## config.mk

```make
export PLATFORM = sky130hd
export DESIGN_NAME = exception_ctrl
export DESIGN_NICKNAME = d
export VERILOG_FILES = /design/src/rtl/exception_ctrl_pkg.sv /design/src/rtl/exception_ctrl_irq_sync.sv /design/src/rtl/exception_ctrl.sv
export SDC_FILE = /design/constraint.sdc
export NUM_CORES = 1
export LEC_CHECK = 0
export CAP_MARGIN = 20
export CELL_PAD_IN_SITES_DETAIL_PLACEMENT = 1
export CELL_PAD_IN_SITES_GLOBAL_PLACEMENT = 1
export CORE_MARGIN = 2
export CORE_UTILIZATION = 26
export DETAILED_ROUTE_END_ITERATION = 8
export MAX_ROUTING_LAYER = met4
export PLACE_DENSITY = 0.83
export SYNTH_ARGS = -nofsm -noshare
export SYNTH_HDL_FRONTEND = slang
export SYNTH_SLANG_ARGS = --single-unit
```

## constraint.sdc

```tcl
create_clock -name clk -period 2.5 [get_ports clk]
set_input_delay 0.375 -clock clk [delete_from_list [all_inputs] [get_ports clk]]
set_output_delay 0.375 -clock clk [all_outputs]
set_load 0.02 [all_outputs]
```

## src/rtl/exception_ctrl_pkg.sv

```systemverilog
// Shared types and encodings for the LEGv8 exception unit: FSM states,
// ESR cause codes and MRS system-register select values.
package exc_pkg;

  typedef enum logic [1:0] {
    NORMAL  = 2'd0,
    TAKEN   = 2'd1,
    HANDLER = 2'd2,
    FAULT   = 2'd3
  } exc_state_t;

  localparam logic [3:0] ESR_INVALID = 4'b0001;
  localparam logic [3:0] ESR_IRQ     = 4'b0010;

  localparam logic [1:0] SEL_ELR    = 2'b00;
  localparam logic [1:0] SEL_ESR    = 2'b01;
  localparam logic [1:0] SEL_STATUS = 2'b10;
  localparam logic [1:0] SEL_ZERO   = 2'b11;

endpackage

```

## src/rtl/exception_ctrl_irq_sync.sv

```systemverilog
// Two-flop synchronizer for the external interrupt line; both flops clear
// on reset so a stale request cannot survive it.
module irq_sync (
  input  logic clk,
  input  logic reset,
  input  logic d_i,
  output logic q_o
);

  logic meta_q, sync_q;

  always_ff @(posedge clk or posedge reset) begin
    if (reset) begin
      meta_q <= 1'b0;
      sync_q <= 1'b0;
    end else begin
      meta_q <= d_i;
      sync_q <= meta_q;
    end
  end

  assign q_o = sync_q;

endmodule

```

## src/rtl/exception_ctrl.sv

```systemverilog
// LEGv8 exception unit: captures ELR/ESR, redirects the PC to the vector,
// tracks handler state and serves MRS reads. IRQ_SYNC_EN adds an ExtIRQ synchronizer.
module exception_ctrl
  import exc_pkg::*;
#(
  parameter int unsigned       N          = 64,
  parameter logic [N-1:0]      EXC_VECTOR = 64'h00000000000000D8
) (
  input  logic         clk,
  input  logic         reset,
  input  logic         NotAnInstr,
  input  logic         ERet,
  input  logic         ExtIRQ,
  input  logic [N-1:0] PC_in,
  input  logic [1:0]   SysRegSel,
  output logic         Exc,
  output logic [N-1:0] ExcVector,
  output logic [N-1:0] ERetPC,
  output logic [N-1:0] SysRegData,
  output logic         ExtIAck,
  output logic         InHandler,
  output logic         Halt
);

  exc_state_t   state_q, state_d;
  logic [N-1:0] elr_q, elr_d;
  logic [3:0]   esr_q, esr_d;
  logic         cause_irq_q, cause_irq_d;
  logic         exc_q, exc_d;
  logic         iack_q, iack_d;
  logic         halt_q, halt_d;
  logic         irq_det;

`ifdef IRQ_SYNC_EN
  irq_sync u_irq_sync (
    .clk   (clk),
    .reset (reset),
    .d_i   (ExtIRQ),
    .q_o   (irq_det)
  );
`else
  assign irq_det = ExtIRQ;
`endif

  always_ff @(posedge clk or posedge reset) begin
    if (reset) begin
      state_q     <= NORMAL;
      elr_q       <= '0;
      esr_q       <= '0;
      cause_irq_q <= 1'b0;
      exc_q       <= 1'b0;
      iack_q      <= 1'b0;
      halt_q      <= 1'b0;
    end else begin
      state_q     <= state_d;
      elr_q       <= elr_d;
      esr_q       <= esr_d;
      cause_irq_q <= cause_irq_d;
      exc_q       <= exc_d;
      iack_q      <= iack_d;
      halt_q      <= halt_d;
    end
  end

  // Exc and ExtIAck are one-cycle strobes registered on the transition edge.
  always_comb begin
    state_d     = state_q;
    elr_d       = elr_q;
    esr_d       = esr_q;
    cause_irq_d = cause_irq_q;
    exc_d       = 1'b0;
    iack_d      = 1'b0;
    halt_d      = halt_q;
    case (state_q)
      NORMAL: begin
        if (NotAnInstr) begin
          elr_d       = PC_in;
          esr_d       = ESR_INVALID;
          cause_irq_d = 1'b0;
          exc_d       = 1'b1;
          state_d     = TAKEN;
        end else if (irq_det) begin
          elr_d       = PC_in;
          esr_d       = ESR_IRQ;
          cause_irq_d = 1'b1;
          exc_d       = 1'b1;
          state_d     = TAKEN;
        end
      end
      TAKEN:   state_d = HANDLER;
      HANDLER: begin
        if (NotAnInstr) begin
          state_d = FAULT;
          halt_d  = 1'b1;
        end else if (ERet) begin
          state_d = NORMAL;
          iack_d  = cause_irq_q;
        end
      end
      FAULT:   halt_d = 1'b1;
      default: state_d = NORMAL;
    endcase
  end

  assign Exc       = exc_q;
  assign ExtIAck   = iack_q;
  assign Halt      = halt_q;
  assign InHandler = (state_q == TAKEN) || (state_q == HANDLER);
  assign ExcVector = EXC_VECTOR;
  assign ERetPC    = elr_q;

  always_comb begin
    SysRegData = '0;
    case (SysRegSel)
      SEL_ELR:    SysRegData = elr_q;
      SEL_ESR:    SysRegData = {{(N-4){1'b0}}, esr_q};
      SEL_STATUS: SysRegData = {{(N-2){1'b0}}, halt_q, InHandler};
      SEL_ZERO:   SysRegData = '0;
      default:    SysRegData = '0;
    endcase
  end

endmodule

```

# [After elaboration in Yosys (flattened, before gate mapping)]
# Cells that the tools add are included.
[word_totals] reg_bits=74 latch_bits=0 ram_bits=0 rom_bits=0 in_bits=71 output_inout_bits=196 elab_cells=45 memories=0
[op_classes] addsub=0 mul=0 div=0 order_cmp=0 n_eq_ne=9 n_shift=0 n_mux=20 n_bitwise=0 reduce_logical=9
[op_table] operator="$pmux 64 s4" count=1
[op_table] operator="$mux 64" count=2
[op_table] operator="$mux 1" count=9
[op_table] operator="$eq 2x2->1 const B" count=4
[op_table] operator="$mux 2" count=4
[op_table] operator="$mux 4" count=2
[op_table] operator="$ne 3x3->1 const B" count=2
[op_table] operator="$pmux 2 s3" count=1
[op_table] operator="$eq 2x1->1 const B" count=2
[op_table] operator="$logic_not 2->1" count=2
[op_table] operator="$reduce_and 2->1" count=2
[op_table] operator="$reduce_bool 2->1" count=2
[op_table] operator="$reduce_and 3->1" count=1
[op_table] operator="$reduce_bool 3->1" count=1
[op_table] operator="$ne 2x2->1 const B" count=1
[op_table] operator="$pmux 1 s2" count=1
[op_table] operator="$logic_or 1x1->1" count=1

# [Depth between registers and ports, before layout]
# Gate-level depths: netlist (run 1).
[depth] ltp_word=3 mapped_depth=6 ltp_nobuf=6

# [Least setup slack after synthesis (run 1)]
# Ideal clock, no wire load.
[synth_timing] path_kind="flip-flop to output port" from="register state_q[1]" to="output port SysRegData[0]" arrival_ps=1296 required_time_ps=2125 setup_slack_ps=829 stages_incl_launch_ff=5 n_path_buf=0 path_cell_list="dfrtp_1 inv_1 ha_1 nand2_1 o22ai_1"
[synth_between] elab_chain_len=3 word_cells_on_any_way=4 cone_classes="eq/ne (2); mux (1); reduce/logical (1)"
[synth_lines] item="start, declared" line="exception_ctrl.sv:25" source="exc_state_t state_q, state_d;"
[synth_lines] item="start signal, assigned" line="exception_ctrl.sv:55" source="state_q <= state_d;"
[synth_lines] item="$eq 2x1->1 or $eq 2x2->1 (tied branches)" line="exception_ctrl.sv:108" source="assign InHandler = (state_q == TAKEN) || (state_q == HANDLER);"
[synth_lines] item="$logic_or 1x1->1 *" line="exception_ctrl.sv:108"
[synth_lines] item="net InHandler" line="exception_ctrl.sv:21" source="output logic InHandler,"
[synth_lines] item="$pmux 64 s4 *" line="exception_ctrl.sv:114" source="case (SysRegSel)"
[synth_lines] item="end, declared" line="exception_ctrl.sv:19" source="output logic [N-1:0] SysRegData,"
# Mark *: on every way through the listed nets, which the timed path passes. The rest lies on a longest branch.

# [Final worst setup path (run 1)]
[layout_timing] from="input port SysRegSel[1]" to="output port SysRegData[6]"
[layout_between] elab_chain_len=2 word_cells_on_any_way=5 cone_classes="eq/ne (3); mux (1); reduce/logical (1)"
[layout_lines] item="start, declared" line="exception_ctrl.sv:15" source="input logic [1:0] SysRegSel,"
[layout_lines] item="$eq 2x2->1, or another cell as far along" line="exception_ctrl.sv:114"
[layout_lines] item="$pmux 64 s4 *" line="exception_ctrl.sv:114"
# Every way passes the cells marked *; elsewhere a longest branch is shown, timed or not.

==> run summary, run 1 <==
================================================================================
Status                                                              finished, final reports clean
Routability-driven placement congestion ratio                              0.737
Share of async-settable or async-resettable flops after synthesis           1.00
Post-synthesis register bit count                                             71
Number of setup buffers added after CTS                                        0
Yosys Warn Count                                                               0
Finished Layout Cells                                                        705
Count of nets after finishing                                                592
Vias in the first global route                                             3,083
FF-to-FF End                                                        ERetPC[50]$_DFFE_PP0P_
Count of placed standard cells including taps                                688
Tcrit/Tclk final                                                           0.979
Number of sinks handled by clock tree synthesis                               71
Post-layout min period                                                   2.45 ns
Finish-stage setup viols                                                       0
Crit path arrival time                                                   2.07 ns
Final setup slack of the worst path                                    0.0520 ns
Final-report hold violation count                                              0
Die X-Extent                                                              126 um
Combined area of all synthesized cells                                 3890 um^2
Number of I/O port buffers                                                   202
Initial core utilization                                                   0.267
Combinational cell fraction of total power                                 0.531
Wirelength per Cell                                                      16.3 um
Full die area                                                        16,000 um^2
Number of clock buffers inserted by TritonCTS                                  9
Clock Pin Slew Worst Setup and Hold Paths                                0.06 ns
Vias                                                                       2,885
Place WS                                                              0.00843 ns
Maximum fanout along the worst path                                           31
Average instance area after synthesis                                  12.5 um^2
Share of the synthesized area in the top cell type                         0.456
Count leader, synth                                                 sky130_fd_sc_hd__dfrtp_1
Maximum clock path buffer count                                                2
Netlist cell types                                                            25
Psw                                                                    0.00292 W
Critical path launch point type                                       input port
Number of antenna cells inserted                                               0
Total grt overflow                                                             0
Share of total power in the clock network                                  0.193
Sequential area share after synthesis                                      0.456
Routed Antenna Nets                                                            0
Top post-synthesis cells by count                                   sky130_fd_sc_hd__dfrtp_1 (71), sky130_fd_sc_hd__buf_4 (64), sky130_fd_sc_hd__and2_1 (62)
TNS Setup                                                                   0 ns
Detailed router's first-iteration violation count                             53
Final wirelength                                                       11,500 um
Final Max Tran Viols                                                           0
Area after DPL                                                         5900 um^2
Int Power                                                              0.00515 W
Number of maximum-capacitance constraint violations                            0
Reg2reg path depth                                                             5
Hold/Removal Path Class                                                 in2async
Pleak                                                                    3.63 nW
Power consumption                                                      0.00808 W
Slew at the pin closest to its max-slew limit                           0.577 ns
Antenna violations before repair                                               0
# hold bufs at CTS                                                             0
Crit. End Element                                                   primary output
Synthesis-to-finish area growth                                            64.7%
Number of placement rows                                                      44
Primary FF master, synth                                            sky130_fd_sc_hd__dfrtp_1
Unrepaired setup endpoints after global routing                             true
Worst-skew pair later-pin latency                                        0.33 ns
Clock tree from TritonCTS                                                   done
Final cell area excluding filler cells                                 6410 um^2
First-pass iteration count of the detailed router                              3
Number of gates resized after CTS                                              0
Number of H-tree levels                                                        3
Number of DRC violations after detailed routing                                0
Sequential cell fraction of total power                                    0.276
Post-detailed-route via-to-cell ratio                                       4.09
Remaining max-slew budget at the tightest pin                              0.615
Layout cell share with drive strength beyond 1                             0.175
Cell types occupying the most area after synthesis                  sky130_fd_sc_hd__dfrtp_1 (46%), sky130_fd_sc_hd__mux2_4 (19%), sky130_fd_sc_hd__buf_4 (12%)
Critical Path RT                                                         2.12 ns
Global router's overall resource usage                                     0.141
Net switching fraction of the power                                        0.362
Die outline height                                                        126 um
Detailed Place HPWL                                                      8140 um
Largest net degree at the start of global routing                             63
Max Fclk                                                                 408 MHz
Clock skew                                                            0.00428 ns
Critical path start-end classification                                    in2out
CORE AREA                                                            14,600 um^2
Top-level I/O count                                                          267
Peak VDD IR                                                           0.000650 V
Cell count after synthesis                                                   311
Power Density                                                       1260 nW/um^2
FF-to-FF setup slack                                                     0.70 ns
Root Buffer                                                         sky130_fd_sc_hd__clkbuf_16
Post-synth top area cell                                            sky130_fd_sc_hd__dfrtp_1
Wire length of the first global-routing pass                           17,200 um
EDFF count, synth                                                              0
Startpoint of the most critical register-to-register path           state_q[0]$_DFFE_PP0P_
================================================================================
[metal layers]
metal	share of wire	GRT usage	vias up
li1	-	-	1293
met1	0.40	0.170	1423
met2	0.51	0.233	157
met3	0.073	0.0329	12
met4	0.014	0.0485	0
met5	0	-	-
[registers in the layout, summed over array words and instances, names as in the netlist]
name     flops
ExtIAck      1
state_q      2
ERetPC      64
Halt         1
esr_q        2
Exc          1
[cells by family after synthesis]
family | after synthesis | share of synthesized area
buffers and inverters | 82 | 0.153
and+or+nand+nor | 72 | 0.114
DFF | 71 | 0.456
muxes | 67 | 0.240
AOI/OAI and AO/OA | 12 | 0.0190
adders and majority gates | 5 | 0.0161
other | 2 | 0.00193
[layout make-up]
type	instances	area, um^2
Fill cell	1499	8180
Sequential cell	71	1780
Inverter	5	20.0
Clock inverter	4	98.8
Tap cell	184	230
Clock buffer	12	267
Timing Repair Buffer	209	2250
Multi-Input combinational cell	220	1770
[power by group through the flow]
| stage | Combinational, W | Sequential (W) | Clock (W) |
|---|---|---|---|
| CTS | 0.00435 | 0.00224 | 0.00161 |
| finish | 0.00429 | 0.00223 | 0.00156 |
| global route | 0.00452 | 0.00233 | 0.00166 |
| global placement | 0.00425 | 0.00221 | 0 |
| detailed placement | 0.00434 | 0.00224 | 0 |
| floorplan | 0.00196 | 0.00277 | 0 |
[worst max-delay path: stages]
cell and delay (ns):
sky130_fd_sc_hd__clkdlybuf4s50_1 0.47, sky130_fd_sc_hd__nor2_4 0.22, sky130_fd_sc_hd__clkbuf_16 0.25, sky130_fd_sc_hd__and2_1 0.15, sky130_fd_sc_hd__clkdlybuf4s50_1 0.60
[worst max path at each step]
stage,from,end,slack (ns),cells past startpoint
6_report,SysRegSel[1],SysRegData[6],0.05,5
5_1_grt,SysRegSel[1],SysRegData[6],-0.02,5
4_1_cts,SysRegSel[1],SysRegData[32],0.004,5
3_5_place_dp,SysRegSel[1],SysRegData[32],0.008,5
3_3_place_gp,SysRegSel[1],SysRegData[32],0.08,5
2_1_floorplan,reset,ERetPC[0]$_DFFE_PP0P_,0.33,1
[placed cells by master, fill, tap and decap left out, types with 5 or more instances in the layout]
cell type                         instances
sky130_fd_sc_hd__mux2_4                  49
sky130_fd_sc_hd__and2_1                  62
sky130_fd_sc_hd__ha_1                     5
sky130_fd_sc_hd__dlymetal6s2s_1          48
sky130_fd_sc_hd__mux2_2                  16
sky130_fd_sc_hd__clkbuf_16               10
sky130_fd_sc_hd__clkdlybuf4s50_1        154
sky130_fd_sc_hd__conb_1                  64
sky130_fd_sc_hd__dfrtp_1                 71
sky130_fd_sc_hd__a21oi_1                  5
[stage by stage]
| stage | hold slack [ns] | util |
|---|---|---|
| 2_1_floorplan | 0.463 | - |
| 3_3_place_gp | 0.491 | 0.405 |
| 3_5_place_dp | 0.499 | 0.405 |
| 4_1_cts | 0.408 | 0.430 |
| 5_1_grt | 0.427 | 0.440 |
| 6_report | 0.394 | 0.440 |
No activity file was read; power rests on OpenSTA's default activity.
==> run 2, diff against run 1 <==
- CORE_MARGIN: 2 -> 10
- CTS_CLUSTER_SIZE: default -> 10
==> run summary, run 2 (synthesized netlist as in run 1, its figures left out) <==
==================================================================================
Status                                                                finished, final reports clean
Number of maximum-capacitance constraint violations                              0   unchanged
Wirelength per Cell                                                        18.3 um   +13%
Critical Path, Cell by Cell                                           clkdlybuf4s50_1, nor2_4, buf_12, and2_1, clkdlybuf4s50_1
Vias                                                                         2,833   -1.8%
Detailed Place HPWL                                                      10,400 um   +28%
Routability-driven placement congestion ratio                                0.739   +0.37%
Total grt overflow                                                               0   unchanged
Clock tree from TritonCTS                                                     done
Initial core utilization                                                     0.267   unchanged
Number of placement rows                                                        44   unchanged
TNS Setup                                                                     0 ns   unchanged
End-of-flow core utilization                                                 0.428   -0.0114
Commonest cells after routing, fill and taps aside                    sky130_fd_sc_hd__clkdlybuf4s50_1 (201), sky130_fd_sc_hd__dfrtp_1 (71), sky130_fd_sc_hd__conb_1 (64)
Critical path launch point type                                         input port
Root Buffer                                                           sky130_fd_sc_hd__clkbuf_16
Die X-Extent                                                                142 um   +13%
Finish-stage setup viols                                                         0   unchanged
Detailed router's first-iteration violation count                               77   +45%
Wire length of the first global-routing pass                             19,200 um   +12%
Routed Antenna Nets                                                              0   unchanged
Post-layout min period                                                     2.40 ns   -0.0513 ns
Finished Layout Cells                                                          705   unchanged
Clock Pin Slew Worst Setup and Hold Paths                                  0.05 ns   about the same
First-pass iteration count of the detailed router                                4   +1
Power Density                                                         1280 nW/um^2   +1.3%
Dominant delay contributor by cell family on the critical path        buffers and inverters
Final Max Tran Viols                                                             0   unchanged
Tcrit/Tclk final                                                             0.959   -0.0205
Number of I/O port buffers                                                     202   unchanged
Hold/Removal Path Class                                                   in2async
Maximum clock path buffer count                                                  2   unchanged
Global router's overall resource usage                                       0.124   -0.0172
Crit-path slowest cell                                                sky130_fd_sc_hd__clkdlybuf4s50_1
Post-detailed-route via-to-cell ratio                                         4.02   -1.8%
Number of antenna cells inserted                                                 0   unchanged
Flip-flop count of the largest register, all copies and words added             64   unchanged
Most common cell after layout, fill and taps aside                    sky130_fd_sc_hd__clkdlybuf4s50_1
Place WS                                                                 0.0920 ns   +0.0835 ns
Number of H-tree levels                                                          3   unchanged
Maximum fanout along the worst path                                             35   +13%
Number of sinks handled by clock tree synthesis                                 71   unchanged
Worst-skew pair later-pin latency                                          0.33 ns   about the same
Peak VDD IR                                                             0.000524 V   -19%
Layout cell share with drive strength beyond 1                               0.175   unchanged
Final wirelength                                                         12,900 um   +13%
Die outline height                                                          142 um   +13%
Count of placed standard cells including taps                                  689   +0.15%
Largest net degree at the start of global routing                               72   +14%
Number of clock buffers inserted by TritonCTS                                    9   unchanged
Critical path start-end classification                                      in2out
Clock skew                                                              0.00490 ns   +0.000624 ns
Delay contributed by the slowest stage of the critical path                0.63 ns   +0.03 ns
Number of DRC violations after detailed routing                                  0   unchanged
CP Buf/Inv Count                                                                 3   unchanged
Critical Path RT                                                           2.12 ns   about the same
Number of setup buffers added after CTS                                          0   unchanged
Crit. End Element                                                     primary output
Smallest hold slack                                                       0.461 ns   +0.0670 ns
Most Frequent Cell on Critical Path                                   sky130_fd_sc_hd__clkdlybuf4s50_1
Pleak                                                                      2.84 nW   -22%
Antenna violations before repair                                                 0   unchanged
Full die area                                                          20,300 um^2   +27%
Max Fclk                                                                   417 MHz   +2.1%
Final setup slack of the worst path                                       0.103 ns   +0.0513 ns
Unrepaired setup endpoints after global routing                              false
Count of nets after finishing                                                  592   unchanged
Synthesis-to-finish area growth                                              60.4%
CORE AREA                                                              14,600 um^2   unchanged
Crit path arrival time                                                     2.02 ns   -0.05 ns
Top-level I/O count                                                            267   unchanged
Final-report hold violation count                                                0   unchanged
Vias in the first global route                                               3,330   +8.0%
==================================================================================
run 2: cell types whose count changed in the layout (fill, tap and decap cells not counted):
cell and delta:
sky130_fd_sc_hd__clkbuf_8 -2, sky130_fd_sc_hd__clkinv_2 +2, sky130_fd_sc_hd__clkdlybuf4s50_1 +47, sky130_fd_sc_hd__clkinv_4 +1, sky130_fd_sc_hd__inv_2 +1, sky130_fd_sc_hd__dlymetal6s2s_1 -47, sky130_fd_sc_hd__bufinv_16 -1, sky130_fd_sc_hd__inv_6 -1
sky130_fd_sc_hd__buf_12 +1, sky130_fd_sc_hd__clkbuf_16 -1
run 2: metrics by stage:
step,instance area (um^2),total power [W]
floorplan,4130,0.00473
global placement,5920,0.00652
detailed placement,5920,0.00665
CTS,6240,0.00811
global route,6250,0.00843
finish,6250,0.00797
run 2: layer usage:
layer | global-route usage | part of all wire | up-vias | wire length, um
li1 | - | - | 1293 | -
met1 | 0.132 | 0.38 | 1370 | 4980
met2 | 0.209 | 0.51 | 157 | 6540
met3 | 0.0467 | 0.094 | 13 | 1220
met4 | 0.0405 | 0.015 | 0 | 200
met5 | - | 0 | - | 0
run 2: what timing repair did:
item | CTS | global route
resized for setup | 0 | 1
endpoints found under the setup margin | 0 | 1
hold buffers | 0 | 0
run 2: power by group:
part	internal [W]	leakage [nW]	switching (W)
sequential	0.00174	0.834	0.000472
clock	0.000897	0.162	0.000500
combinational	0.00238	1.84	0.00198
total	0.00502	2.84	0.00295
run 2: tightest hold or removal path, stage by stage:
cell	delay [ns]
sky130_fd_sc_hd__clkdlybuf4s50_1	0.41
sky130_fd_sc_hd__inv_2	0.08
sky130_fd_sc_hd__buf_12	0.34
run 2: path summary, 6_finish.rpt:
check	cells past startpoint	slack (ns)	start	endpoint
setup / recovery	5	0.10	SysRegSel[1]	SysRegData[41]
setup reg to reg	5	0.68	state_q[0]$_DFFE_PP0P_	ERetPC[50]$_DFFE_PP0P_
hold / removal	3	0.46	reset	ERetPC[23]$_DFFE_PP0P_
max in group asynchronous	3	1.74	reset	ERetPC[54]$_DFFE_PP0P_
hold reg to reg	1	0.50	esr_q[0]$_DFFE_PP0P_	esr_q[0]$_DFFE_PP0P_
min in group clk	1	0.50	esr_q[0]$_DFFE_PP0P_	esr_q[0]$_DFFE_PP0P_
run 2: final cells by class:
type / instances / area (um^2)
repair buffers: 209 / 2130
multi-input cells: 220 / 1770
clock inverters: 6 / 83.8
well taps: 184 / 230
inverters: 5 / 18.8
flip-flops and latches: 71 / 1780
clock buffers: 10 / 239
fillers: 1584 / 8340
